File: src/rtl/evu_pkg.sv
// Shared definitions for the event counter bank: CONFIG register layout,
// event-select codes (same encoding as the upstream event muxes) and the
// register offset selected by address bit 0.
package evu_pkg;

  // CONFIG register: [3:0] SEL, [4] EN, [5] IRQ_EN, [6] OVF (sticky, W1C)
  typedef struct packed {
    logic       ovf;
    logic       irq_en;
    logic       en;
    logic [3:0] sel;
  } evu_cfg_t;

  localparam int unsigned EVU_OVF_BIT = 6;

  // Event codes, matching the mux encoding
  localparam logic [3:0] EVU_ICACHE_MISS   = 4'h2;
  localparam logic [3:0] EVU_DCACHE_MISS   = 4'h3;
  localparam logic [3:0] EVU_ITLB_MISS     = 4'h4;
  localparam logic [3:0] EVU_DTLB_MISS     = 4'h5;
  localparam logic [3:0] EVU_LOAD          = 4'h6;
  localparam logic [3:0] EVU_STORE         = 4'h7;
  localparam logic [3:0] EVU_EXCEPTION     = 4'h8;
  localparam logic [3:0] EVU_EXC_RET       = 4'h9;
  localparam logic [3:0] EVU_BRANCH        = 4'hA;
  localparam logic [3:0] EVU_BRANCH_MISS   = 4'hB;
  localparam logic [3:0] EVU_CALL          = 4'hC;
  localparam logic [3:0] EVU_RET           = 4'hD;
  localparam logic [3:0] EVU_MIS_FLUSH     = 4'hE;
  localparam logic [3:0] EVU_IF_EMPTY      = 4'hF;

  // Register offsets (address bit 0)
  localparam logic EVU_REG_COUNT  = 1'b0;
  localparam logic EVU_REG_CONFIG = 1'b1;

endpackage

File: src/rtl/evu_counter_slice.sv
// One event counter: count register, CONFIG register and the
// increment / wrap / sticky-overflow logic.
// Optional macro EVU_SNAPSHOT_EN exports the next-state count for snapshots.
module evu_counter_slice
  import evu_pkg::*;
#(
  parameter int unsigned CNT_W  = 64,
  parameter int unsigned DATA_W = 64
) (
  input  logic              clk_i,
  input  logic              rst_ni,
  input  logic              evt_i,
  input  logic              inhibit_i,
  input  logic              cnt_we_i,
  input  logic              cfg_we_i,
  input  logic [DATA_W-1:0] wdata_i,
`ifdef EVU_SNAPSHOT_EN
  output logic [CNT_W-1:0]  count_nxt_o,
`endif
  output logic [CNT_W-1:0]  count_o,
  output evu_cfg_t          cfg_o
);

  logic [CNT_W-1:0] count_q;
  logic [CNT_W-1:0] count_nxt;
  evu_cfg_t         cfg_q;
  logic             inc;
  logic             wrap;

  assign inc  = evt_i & cfg_q.en & ~inhibit_i;
  // A COUNT write replaces the increment, so it can never cause a wrap
  assign wrap = inc & ~cnt_we_i & (&count_q);

  // Next count: a register write wins over a same-cycle increment
  always_comb begin
    count_nxt = count_q;
    if (cnt_we_i) begin
      count_nxt = wdata_i[CNT_W-1:0];
    end else if (inc) begin
      count_nxt = count_q + CNT_W'(1);
    end
  end

  // Count register
  always_ff @(posedge clk_i) begin
    if (!rst_ni) begin
      count_q <= '0;
    end else begin
      count_q <= count_nxt;
    end
  end

  // CONFIG register; a wrap sets OVF even when the same write clears it
  always_ff @(posedge clk_i) begin
    if (!rst_ni) begin
      cfg_q <= '0;
    end else begin
      if (cfg_we_i) begin
        cfg_q.sel    <= wdata_i[3:0];
        cfg_q.en     <= wdata_i[4];
        cfg_q.irq_en <= wdata_i[5];
      end
      cfg_q.ovf <= wrap | (cfg_q.ovf & ~(cfg_we_i & wdata_i[EVU_OVF_BIT]));
    end
  end

  assign count_o = count_q;
  assign cfg_o   = cfg_q;
`ifdef EVU_SNAPSHOT_EN
  assign count_nxt_o = count_nxt;
`endif

endmodule

File: src/rtl/evu_counter_bank.sv
// Bank of NUM_CNT programmable event counters with a single-port register
// interface (1-cycle read latency) and a level overflow interrupt.
// Optional macro EVU_SNAPSHOT_EN adds snap_i, per-counter shadow registers
// and one extra address MSB selecting the read-only shadows.
module evu_counter_bank
  import evu_pkg::*;
#(
  parameter int unsigned NUM_CNT = 4,
  parameter int unsigned CNT_W   = 64,
  parameter int unsigned DATA_W  = 64
) (
  input  logic                     clk_i,
  input  logic                     rst_ni,
  input  logic [NUM_CNT-1:0]       evt_i,
  output logic [4*NUM_CNT-1:0]     sel_o,
  input  logic                     inhibit_i,
`ifdef EVU_SNAPSHOT_EN
  input  logic                     snap_i,
  input  logic [$clog2(NUM_CNT)+1:0] addr_i,
`else
  input  logic [$clog2(NUM_CNT):0] addr_i,
`endif
  input  logic                     req_i,
  input  logic                     we_i,
  input  logic [DATA_W-1:0]        wdata_i,
  output logic                     rvalid_o,
  output logic [DATA_W-1:0]        rdata_o,
  output logic                     irq_o
);

  localparam int unsigned AW = $bits(addr_i);

  logic [CNT_W-1:0] count [NUM_CNT];
  evu_cfg_t         cfg   [NUM_CNT];
  logic [AW-1:0]    idx;
  logic             shadow_sel;
  logic             wr;
  logic             rd;
  logic [DATA_W-1:0] rd_val;
  logic             irq_d;

`ifdef EVU_SNAPSHOT_EN
  logic [CNT_W-1:0] count_nxt [NUM_CNT];
  logic [CNT_W-1:0] shadow    [NUM_CNT];

  assign shadow_sel = addr_i[AW-1];
  assign idx        = {1'b0, addr_i[AW-2:0]} >> 1;
`else
  assign shadow_sel = 1'b0;
  assign idx        = addr_i >> 1;
`endif

  // Shadows are read-only, so a write with the shadow bit set goes nowhere
  assign wr = req_i & we_i & ~shadow_sel;
  assign rd = req_i & ~we_i;

  for (genvar k = 0; k < NUM_CNT; k++) begin : g_slice
    logic hit;
    assign hit = wr & (idx == AW'(k));

    evu_counter_slice #(
      .CNT_W  (CNT_W),
      .DATA_W (DATA_W)
    ) u_slice (
      .clk_i       (clk_i),
      .rst_ni      (rst_ni),
      .evt_i       (evt_i[k]),
      .inhibit_i   (inhibit_i),
      .cnt_we_i    (hit & (addr_i[0] == EVU_REG_COUNT)),
      .cfg_we_i    (hit & (addr_i[0] == EVU_REG_CONFIG)),
      .wdata_i     (wdata_i),
`ifdef EVU_SNAPSHOT_EN
      .count_nxt_o (count_nxt[k]),
`endif
      .count_o     (count[k]),
      .cfg_o       (cfg[k])
    );

    assign sel_o[4*k +: 4] = cfg[k].sel;
  end

  // Read mux on pre-edge state; an index beyond NUM_CNT reads as zero
  always_comb begin
    rd_val = '0;
    for (int unsigned k = 0; k < NUM_CNT; k++) begin
      if (idx == AW'(k)) begin
`ifdef EVU_SNAPSHOT_EN
        if (shadow_sel) begin
          rd_val = DATA_W'(shadow[k]);
        end else
`endif
        if (addr_i[0] == EVU_REG_CONFIG) begin
          rd_val = DATA_W'(cfg[k]);
        end else begin
          rd_val = DATA_W'(count[k]);
        end
      end
    end
  end

  // Interrupt source: any counter with both OVF and IRQ_EN set
  always_comb begin
    irq_d = 1'b0;
    for (int unsigned k = 0; k < NUM_CNT; k++) begin
      irq_d = irq_d | (cfg[k].ovf & cfg[k].irq_en);
    end
  end

  // Registered read response and interrupt; rdata holds between reads
  always_ff @(posedge clk_i) begin
    if (!rst_ni) begin
      rvalid_o <= 1'b0;
      rdata_o  <= '0;
      irq_o    <= 1'b0;
    end else begin
      rvalid_o <= rd;
      if (rd) begin
        rdata_o <= rd_val;
      end
      irq_o <= irq_d;
    end
  end

`ifdef EVU_SNAPSHOT_EN
  // Snapshot captures the post-increment value of every counter in one edge
  always_ff @(posedge clk_i) begin
    if (!rst_ni) begin
      for (int unsigned k = 0; k < NUM_CNT; k++) begin
        shadow[k] <= '0;
      end
    end else if (snap_i) begin
      for (int unsigned k = 0; k < NUM_CNT; k++) begin
        shadow[k] <= count_nxt[k];
      end
    end
  end
`endif

endmodule

File: config.mk
export PLATFORM = sky130hd
export DESIGN_NAME = evu_counter_bank
export DESIGN_NICKNAME = d
export VERILOG_FILES = /design/src/rtl/evu_pkg.sv /design/src/rtl/evu_counter_slice.sv /design/src/rtl/evu_counter_bank.sv
export SDC_FILE = /design/constraint.sdc
export NUM_CORES = 1
export LEC_CHECK = 0
export CORE_ASPECT_RATIO = 0.5
export CORE_MARGIN = 2
export CORE_UTILIZATION = 52
export DETAILED_ROUTE_END_ITERATION = 12
export GPL_TIMING_DRIVEN = 0
export HOLD_SLACK_MARGIN = 0.03
export PLACE_DENSITY = 0.72
export SLEW_MARGIN = 5
export SYNTH_ARGS = -nofsm -noshare
export SYNTH_HDL_FRONTEND = slang
export SYNTH_SLANG_ARGS = --single-unit
File: constraint.sdc
create_clock -name clk_i -period 3.1 [get_ports clk_i]
set_input_delay 0.62 -clock clk_i [delete_from_list [all_inputs] [get_ports clk_i]]
set_output_delay 0.62 -clock clk_i [all_outputs]
set_load 0.05 [all_outputs]
; Word level (Yosys, flattened, before mapping)
; Index checks and enable logic that the tools add are counted.
[op_classes]
n_addsub = 4
n_bitwise = 60
mux = 16
eq_ne = 3
n_reduce_logical = 9
[op_table]
columns = cell, count
row1 = $mux 64, 16
row2 = $add 64x1->64 const B, 4
row3 = $reduce_and 64->1, 4
row4 = $and 1x1->1, 42
row5 = $not 1->1, 11
row6 = $reduce_bool 2->1, 4
row7 = $or 1x1->1, 7
row8 = $eq 2x2->1 const B, 2
row9 = $logic_not 3->1, 1
row10 = $eq 2x1->1 const B, 1
[word_totals]
output_inout_bits = 82
wordCells = 115
ff_bits = 350

; Depth between registers and ports, before layout
; Gate-level depths: netlist (run 1).
[logic_depth]
ltp_word = 7
ltp_mapped = 9
ltp_nobuf = 7

; Modules after synthesis
; From an unflattened synthesis (run 1), not the netlist that was laid out.
[hier_totals]
cells_unflattened = 2453
hier_area_um2 = 21276.7
[modules_own_cells]
columns = module, instances, cells_each, area_each_um2
row1 = evu_counter_slice, 4, 520, 4246.6
row2 = evu_counter_bank, 1, 373, 4290.4

; Worst setup path after synthesis (run 1)
; OpenSTA, ideal clock, no wires.
[synth_path]
path_type = input to register
startpoint = input inhibit_i
endpoint = register g_slice[0].u_slice.count_q[56]
setup_ns = 0.070
path_buffers = 1
path_slack_ns = 0.735
path_stages = 7
arrival_ns = 2.295
cell_sequence = nand4b_1 > or4_4 > buf_6 > nor4_4 > nand3_1 > xor2_1 > a21oi_1
[synth_via]
elab_chain_len = 3
[synth_lines]
columns = item, line
row1 = start: declaration, evu_counter_bank.sv:16  ; input logic inhibit_i,
row2 = $not 1->1, evu_counter_slice.sv:30  ; assign inc = evt_i & cfg_q.en & ~inhibit_i;
row3 = $and 1x1->1, evu_counter_slice.sv:30
row4 = $reduce_bool 2->1 (no line), --
row5 = end signal: assignment, evu_counter_slice.sv:49  ; count_q <= count_nxt;
row6 = end: declaration, evu_counter_slice.sv:24  ; logic [CNT_W-1:0] count_q;
; Every way passes these cells.
; A chain may end at the register's enable or synchronous reset.

==> reports/metrics.yaml, run 1 <==
run_status:
  outcome: "finished with violations"
  failed_checks: "negative setup slack"
place:
  dp_slack_ns: -0.8787
  gp_congestion: 1.028
  post-place-cells: 2794
  portBuffers: 150
  hpwl_um: 54340
power_and_ir_drop:
  p_per_area_nw_per_um2: 435.3
  p_leak_nw: 7.197
  ir_drop_uv: 355.8
  p_total_mw: 9.717
detailed_routing:
  ant_nets: 0
  wire_per_inst_um: 25.29
  wl_um: 72400
  vias: 19020
  vias_per_cell: 6.644
  drc: 0
  drt_iter0_markers: 3001
  drt_pass1_iterations: 6
clock_network:
  htree_num_levels: 2
  clk_latency_ns: 0.55
  cts_buffer_depth: 3
  hold_buffers: 0
  numCtsBuffers: 35
  clk_pin_slew_ns: 0.07
  clock-root-buffer: "clkbuf_16"
  cts.sinks: 350
  cts_tree: "done"
critical_path:
  slowest_delay_ns: 0.70
  cp_common_cell: "clkbuf_1"
  cp_slowest_cell: "clkbuf_1"
  crit_start: "rst_ni"
  reg2reg_from: "g_slice[1].u_slice.count_o[2]"
  critical_path.max_fanout: 10
  worstSetupEndpointType: "flop"
  crit_buf_inv: 4
  critical_path_required_ns: 3.57
  cp-start-kind: "primary input"
  crit_type: "in -> reg"
  cp.arrival_ns: 3.65
  path_cells: "clkdlybuf4s50_1 -> clkbuf_1 -> buf_1 -> clkbuf_1 -> o21ai_0 -> a21oi_1"
  cp_top_family: "buffers and inverters"
synth:
  syn_nets: 2240
  yosys_warnings: 0
  synth_area_leaders: "dfxtp_1 37%, mux4_2 8.4%, xor2_1 5.8%, xnor2_1 5.3%, o21ai_0 4.8%"
  synth_top_flop_cell: "dfxtp_1"
  ys_seq_elements: 350
  ys_seq_area_frac: 0.3699
  synth.cell_area_um2: 18940
  async_reset_ff_frac: 0
  syn_inst: 2160
  synth_largest_area_cell: "dfxtp_1"
  yosys.cell_types.count: 57
  syn_area_per_cell_um2: 8.769
  synth_enable_flop_cells: 0
  synth_top_cell_area_share: 0.3699
timing:
  hold_viol_final: 0
  min_period_over_period: 1.026
  fmax_mhz: 314.3
  setup_tns_ns: -0.4371
  setup_viol: 9
  setup_slack_ns: -0.08138
  slew_headroom: 0.1819
  maxSlewViolCount: 0
  tightest_slew_ns: 1.227
  finalCriticalPeriod_ns: 3.181
  skew_ns: 0.02043
  rsz0062_at_grt: "true"
grt:
  grt.total_usage: 0.3710
  grt_pass1_vias: 17090
  grt_max_degree: 14
  grt_overflow_total: 0
  grt_pass1_wl_um: 107400
  antenna_found_initial: 1
final_layout:
  nNetsFinal: 2435
  final_core_util: 0.6213
  layoutNonFillerInstCount: 2863
  area_growth_pct: 17.85
  drive_gt1_frac: 0.08793
  fillers: 3262
  mostFrequentLayoutCells: "350 x dfxtp_1, 231 x nor2_1, 180 x o21ai_0, 167 x a21oi_1, 150 x clkdlybuf4s50_1"
  final_common_cell: "dfxtp_1"
die:
  placementRows: 49
  io_pins: 158
  core-area_um2: 35930
  start_util: 0.5272
  die_area_um2: 38060
  die_h_um: 139.0
  die_x_um: 273.9
worst_hold_path:
  hold_path_class: "in -> reg"
  worstHoldStart: "wdata_i[4]"
run:
  maxCapViolCount: 0
flip-flops by register name, summed over array words and instances (netlist names):
signal,flops
g_slice.u_slice.count_o,256
g_slice.u_slice.cfg_o,28
rvalid_o,1
rdata_o,64
irq_o,1
layer usage:
layer	GRT usage	share of wire	up-vias
li1	-	-	8302
met1	0.5377	0.41	9198
met2	0.5222	0.41	1353
met3	0.1176	0.14	170
met4	0.1158	0.033	0
met5	0	0	-
final timing paths:
check / endpoint / slack, ns / depth (start not counted)
max: g_slice[1].u_slice.count_o[62] / -0.08 / 6
min: g_slice[1].u_slice.count_o[4] / 0.46 / 3
max reg2reg: g_slice[1].u_slice.count_o[49] / 0.11 / 6
min reg2reg: rdata_o[7] / 0.50 / 2
per-stage QoR:
stage / hold slack [ns] / area, um2
after global placement: 0.4874 / 21050
after detailed placement: 0.4952 / 21050
after global routing: 0.4827 / 22320
after CTS: 0.4571 / 22210
final: 0.4573 / 22320
after floorplan: 0.4691 / 18940
Yosys cell counts, types with 17 or more instances:
cell,n
nor3_1,43
a22oi_1,59
a21oi_1,167
o21ai_0,180
dfxtp_1,350
inv_1,17
nand4_1,78
mux2i_1,33
nand2_1,119
a211oi_1,75
clkbuf_1,119
and4_1,24
nand3_1,109
or3_1,19
mux4_2,71
nor4_1,26
nor2_1,232
xor2_1,125
xnor2_1,114
and3_1,43
timing repair:
action                                  CTS  global route
cloned                                    0             0
endpoints found under the setup margin   77            59
gates resized for setup                  10            10
buffers inserted                          3             6
pin swaps                                 1             4
cell families after synthesis:
logic type | share of synthesized area
simple gates | 0.2183
mux | 0.1019
compound gates | 0.1568
fa+ha+maj | 0.002642
flops | 0.3699
xor+xnor | 0.1105
buf+inv | 0.03996
power by group:
part | switching (mW) | internal (mW)
logic | 0.500 | 0.298
registers | 0.118 | 4.58
clock network | 1.89 | 2.33
total | 2.51 | 7.21
layout make-up:
cell class | instances | area [um2] | area share
sequential | 350 | 7007 | 0.3139
inverter | 17 | 63.81 | 0.002859
buffer | 161 | 695.7 | 0.03116
multi-input combinational | 1631 | 11270 | 0.5048
tap | 484 | 605.6 | 0.02713
clock inverter | 2 | 10.01 | 0.0004484
timing repair buffer | 159 | 1607 | 0.07197
antenna | 2 | 5.005 | 0.0002242
clock buffer | 57 | 1061 | 0.04753
worst register-to-register path, stage by stage, from the launching register on:
cell	delay, ns
dfxtp_1	0.46
nand4_1	0.25
nor3_2	0.87
nand4_2	0.58
nor3_1	0.44
xnor2_1	0.16
a21oi_1	0.09
No activity file was read; power rests on OpenSTA's default activity.
==> run 2: changes to the inputs <==
CAP_MARGIN = 20   (was not set)
SLEW_MARGIN = 10   (was 5)
==> run 2 against run 1 <==
The run still ends with negative setup slack left. Sequential share of layout area shrank 0.11 points. Global-route usage rose by 0.089 points. Critical endpoint is now g_slice[2].u_slice.cfg_o[6]. Non-clock buffer count grew 3. Combinational power barely moved. Wire length is 0.20% higher. Fmax increased by 0.32%. First-iteration DRC count fell by 4.7%. Clock power up 4.7%. Count of clock-buffer cells in the layout fell by 1. Final area rose by 0.36%. Sequential power barely moved.
==> reports/metrics.yaml, run 2 (same netlist as run 1, synthesis figures left out) <==
critical_path:
  slowest_delay_ns: 0.88
  crit_buf_inv: 2
  cp-start-kind: "primary input"
  worstSetupEndpointType: "flop"
  critical_path_required_ns: 3.49
  crit_type: "in -> reg"
  crit_start: "addr_i[2]"
  critical_path.max_fanout: 10
  cp_top_family: "buffers and inverters"
  cp_common_cell: "nor2_1"
  path_cells: "clkdlybuf4s50_1 -> clkbuf_1 -> nand3_1 -> nor2_1 -> a21boi_0 -> a31oi_1 -> nor2_1"
  reg2reg_from: "g_slice[3].u_slice.count_o[7]"
  cp_slowest_cell: "clkbuf_1"
  cp.arrival_ns: 3.57
place:
  hpwl_um: 54550
  post-place-cells: 2798
  placed_cell_area_um2: 21090
  portBuffers: 150
  gp_congestion: 1.028
  dp_slack_ns: -0.8606
run_status:
  outcome: "finished with violations"
  failed_checks: "negative setup slack"
timing:
  setup_tns_ns: -0.1842
  hold_viol_final: 0
  fmax_mhz: 315.3
  setup_slack_ns: -0.07129
  min_period_over_period: 1.023
  finalHoldWorstSlack_ns: 0.4654
  setup_viol: 6
  tightest_slew_ns: 1.245
  slew_headroom: 0.1699
  finalCriticalPeriod_ns: 3.171
  rsz0062_at_grt: "true"
  skew_ns: 0.01853
  maxSlewViolCount: 0
clock_network:
  clock-root-buffer: "clkbuf_16"
  clk_latency_ns: 0.55
  cts_tree: "done"
  cts.sinks: 350
  htree_num_levels: 2
  clk_pin_slew_ns: 0.06
  cts_buffer_depth: 3
  numCtsBuffers: 35
detailed_routing:
  drt_iter0_markers: 2861
  drt-met1-wl_um: 29550
  wl_met3_um: 10470
  ant_nets: 0
  wl_met2_um: 29900
  drc: 0
  vias_per_cell: 6.603
  wl_um: 72550
  routed.top_layer: "met4"
  vias: 18920
  wire_per_inst_um: 25.32
  drt_pass1_iterations: 6
power_and_ir_drop:
  p_total_mw: 9.914
  ir_drop_uv: 366.1
  p_leak_nw: 7.255
  p_per_area_nw_per_um2: 442.5
die:
  io_pins: 158
  core-area_um2: 35930
  die_h_um: 139.0
  placementRows: 49
  die_area_um2: 38060
  start_util: 0.5272
  die_x_um: 273.9
grt:
  grt_overflow_total: 0
  grt.total_usage: 0.3719
  grt_pass1_vias: 17290
  antenna_found_initial: 1
  grt_max_degree: 14
  grt_pass1_wl_um: 107700
final_layout:
  largest_register_ffs: 256
  insertedDiodeCount: 0
  nNetsFinal: 2438
  drive_gt1_frac: 0.09030
  final_core_util: 0.6236
  final_design_area_no_fill_um2: 22400
  mostFrequentLayoutCells: "350 x dfxtp_1, 231 x nor2_1, 180 x o21ai_0, 167 x a21oi_1, 150 x clkdlybuf4s50_1"
  area_growth_pct: 18.27
  final_common_cell: "dfxtp_1"
  layoutNonFillerInstCount: 2865
worst_hold_path:
  worstHoldStart: "wdata_i[4]"
  hold_path_class: "in -> reg"
run:
  maxCapViolCount: 0
[run 2: changes by cell type in the layout (fill, tap and decap cells not counted)]
| cell | previous run | this run |
|---|---|---|
| bufinv_16 | 0 | 2 |
| clkbuf_8 | 6 | 7 |
| nor4_4 | 9 | 8 |
| buf_8 | 0 | 1 |
| nand3b_4 | 0 | 1 |
| nor4_1 | 22 | 23 |
| buf_2 | 9 | 10 |
| buf_4 | 22 | 23 |
| clkbuf_2 | 10 | 12 |
| nor3_2 | 4 | 3 |
| diode_2 | 2 | 0 |
| nor3_1 | 40 | 41 |
| clkbuf_1 | 128 | 124 |
| nand3b_2 | 1 | 0 |
[run 2: routing by layer]
layer | vias up | track usage
met5 | - | 0
met3 | 191 | 0.1267
met1 | 9181 | 0.5357
li1 | 8312 | -
met2 | 1233 | 0.5141
met4 | 0 | 0.1301
[run 2: cell type report]
| cell class | count | area (um2) |
|---|---|---|
| plain buffers | 161 | 698.2 |
| clock buffers | 56 | 1067 |
| clock inverters | 4 | 70.07 |
| fillers | 3126 | 13520 |
| inverters | 17 | 63.81 |
| multi-input cells | 1631 | 11260 |
| flip-flops and latches | 350 | 7007 |
| well taps | 484 | 605.6 |
| repair buffers | 162 | 1634 |
[run 2: worst paths after layout]
check | depth (start not counted) | slack, ns | to
hold reg to reg | 2 | 0.50 | rdata_o[7]
setup / recovery | 7 | -0.07 | g_slice[2].u_slice.cfg_o[6]
setup reg to reg | 7 | 0.08 | g_slice[3].u_slice.cfg_o[6]
hold / removal | 3 | 0.47 | g_slice[0].u_slice.count_o[4]
[run 2: worst min-delay path, stage by stage]
cell      delay [ns]
clkbuf_2        0.16
nor2_1          0.13
a211oi_1        0.05
[run 2: report_power, final]
group / internal [mW] / switching [mW] / total (mW)
Sequential: 4.58 / 0.118 / 4.70
Combinational: 0.299 / 0.501 / 0.801
Clock: 2.52 / 1.89 / 4.42
[run 2: what timing repair did]
action                     in CTS  in global routing
pin swaps                       2                  3
gates resized for setup         7                 17
hold endpoints to repair        0                  0
setup endpoints to repair      43                 64
buffers inserted                3                  5
hold buffers                    0                  0
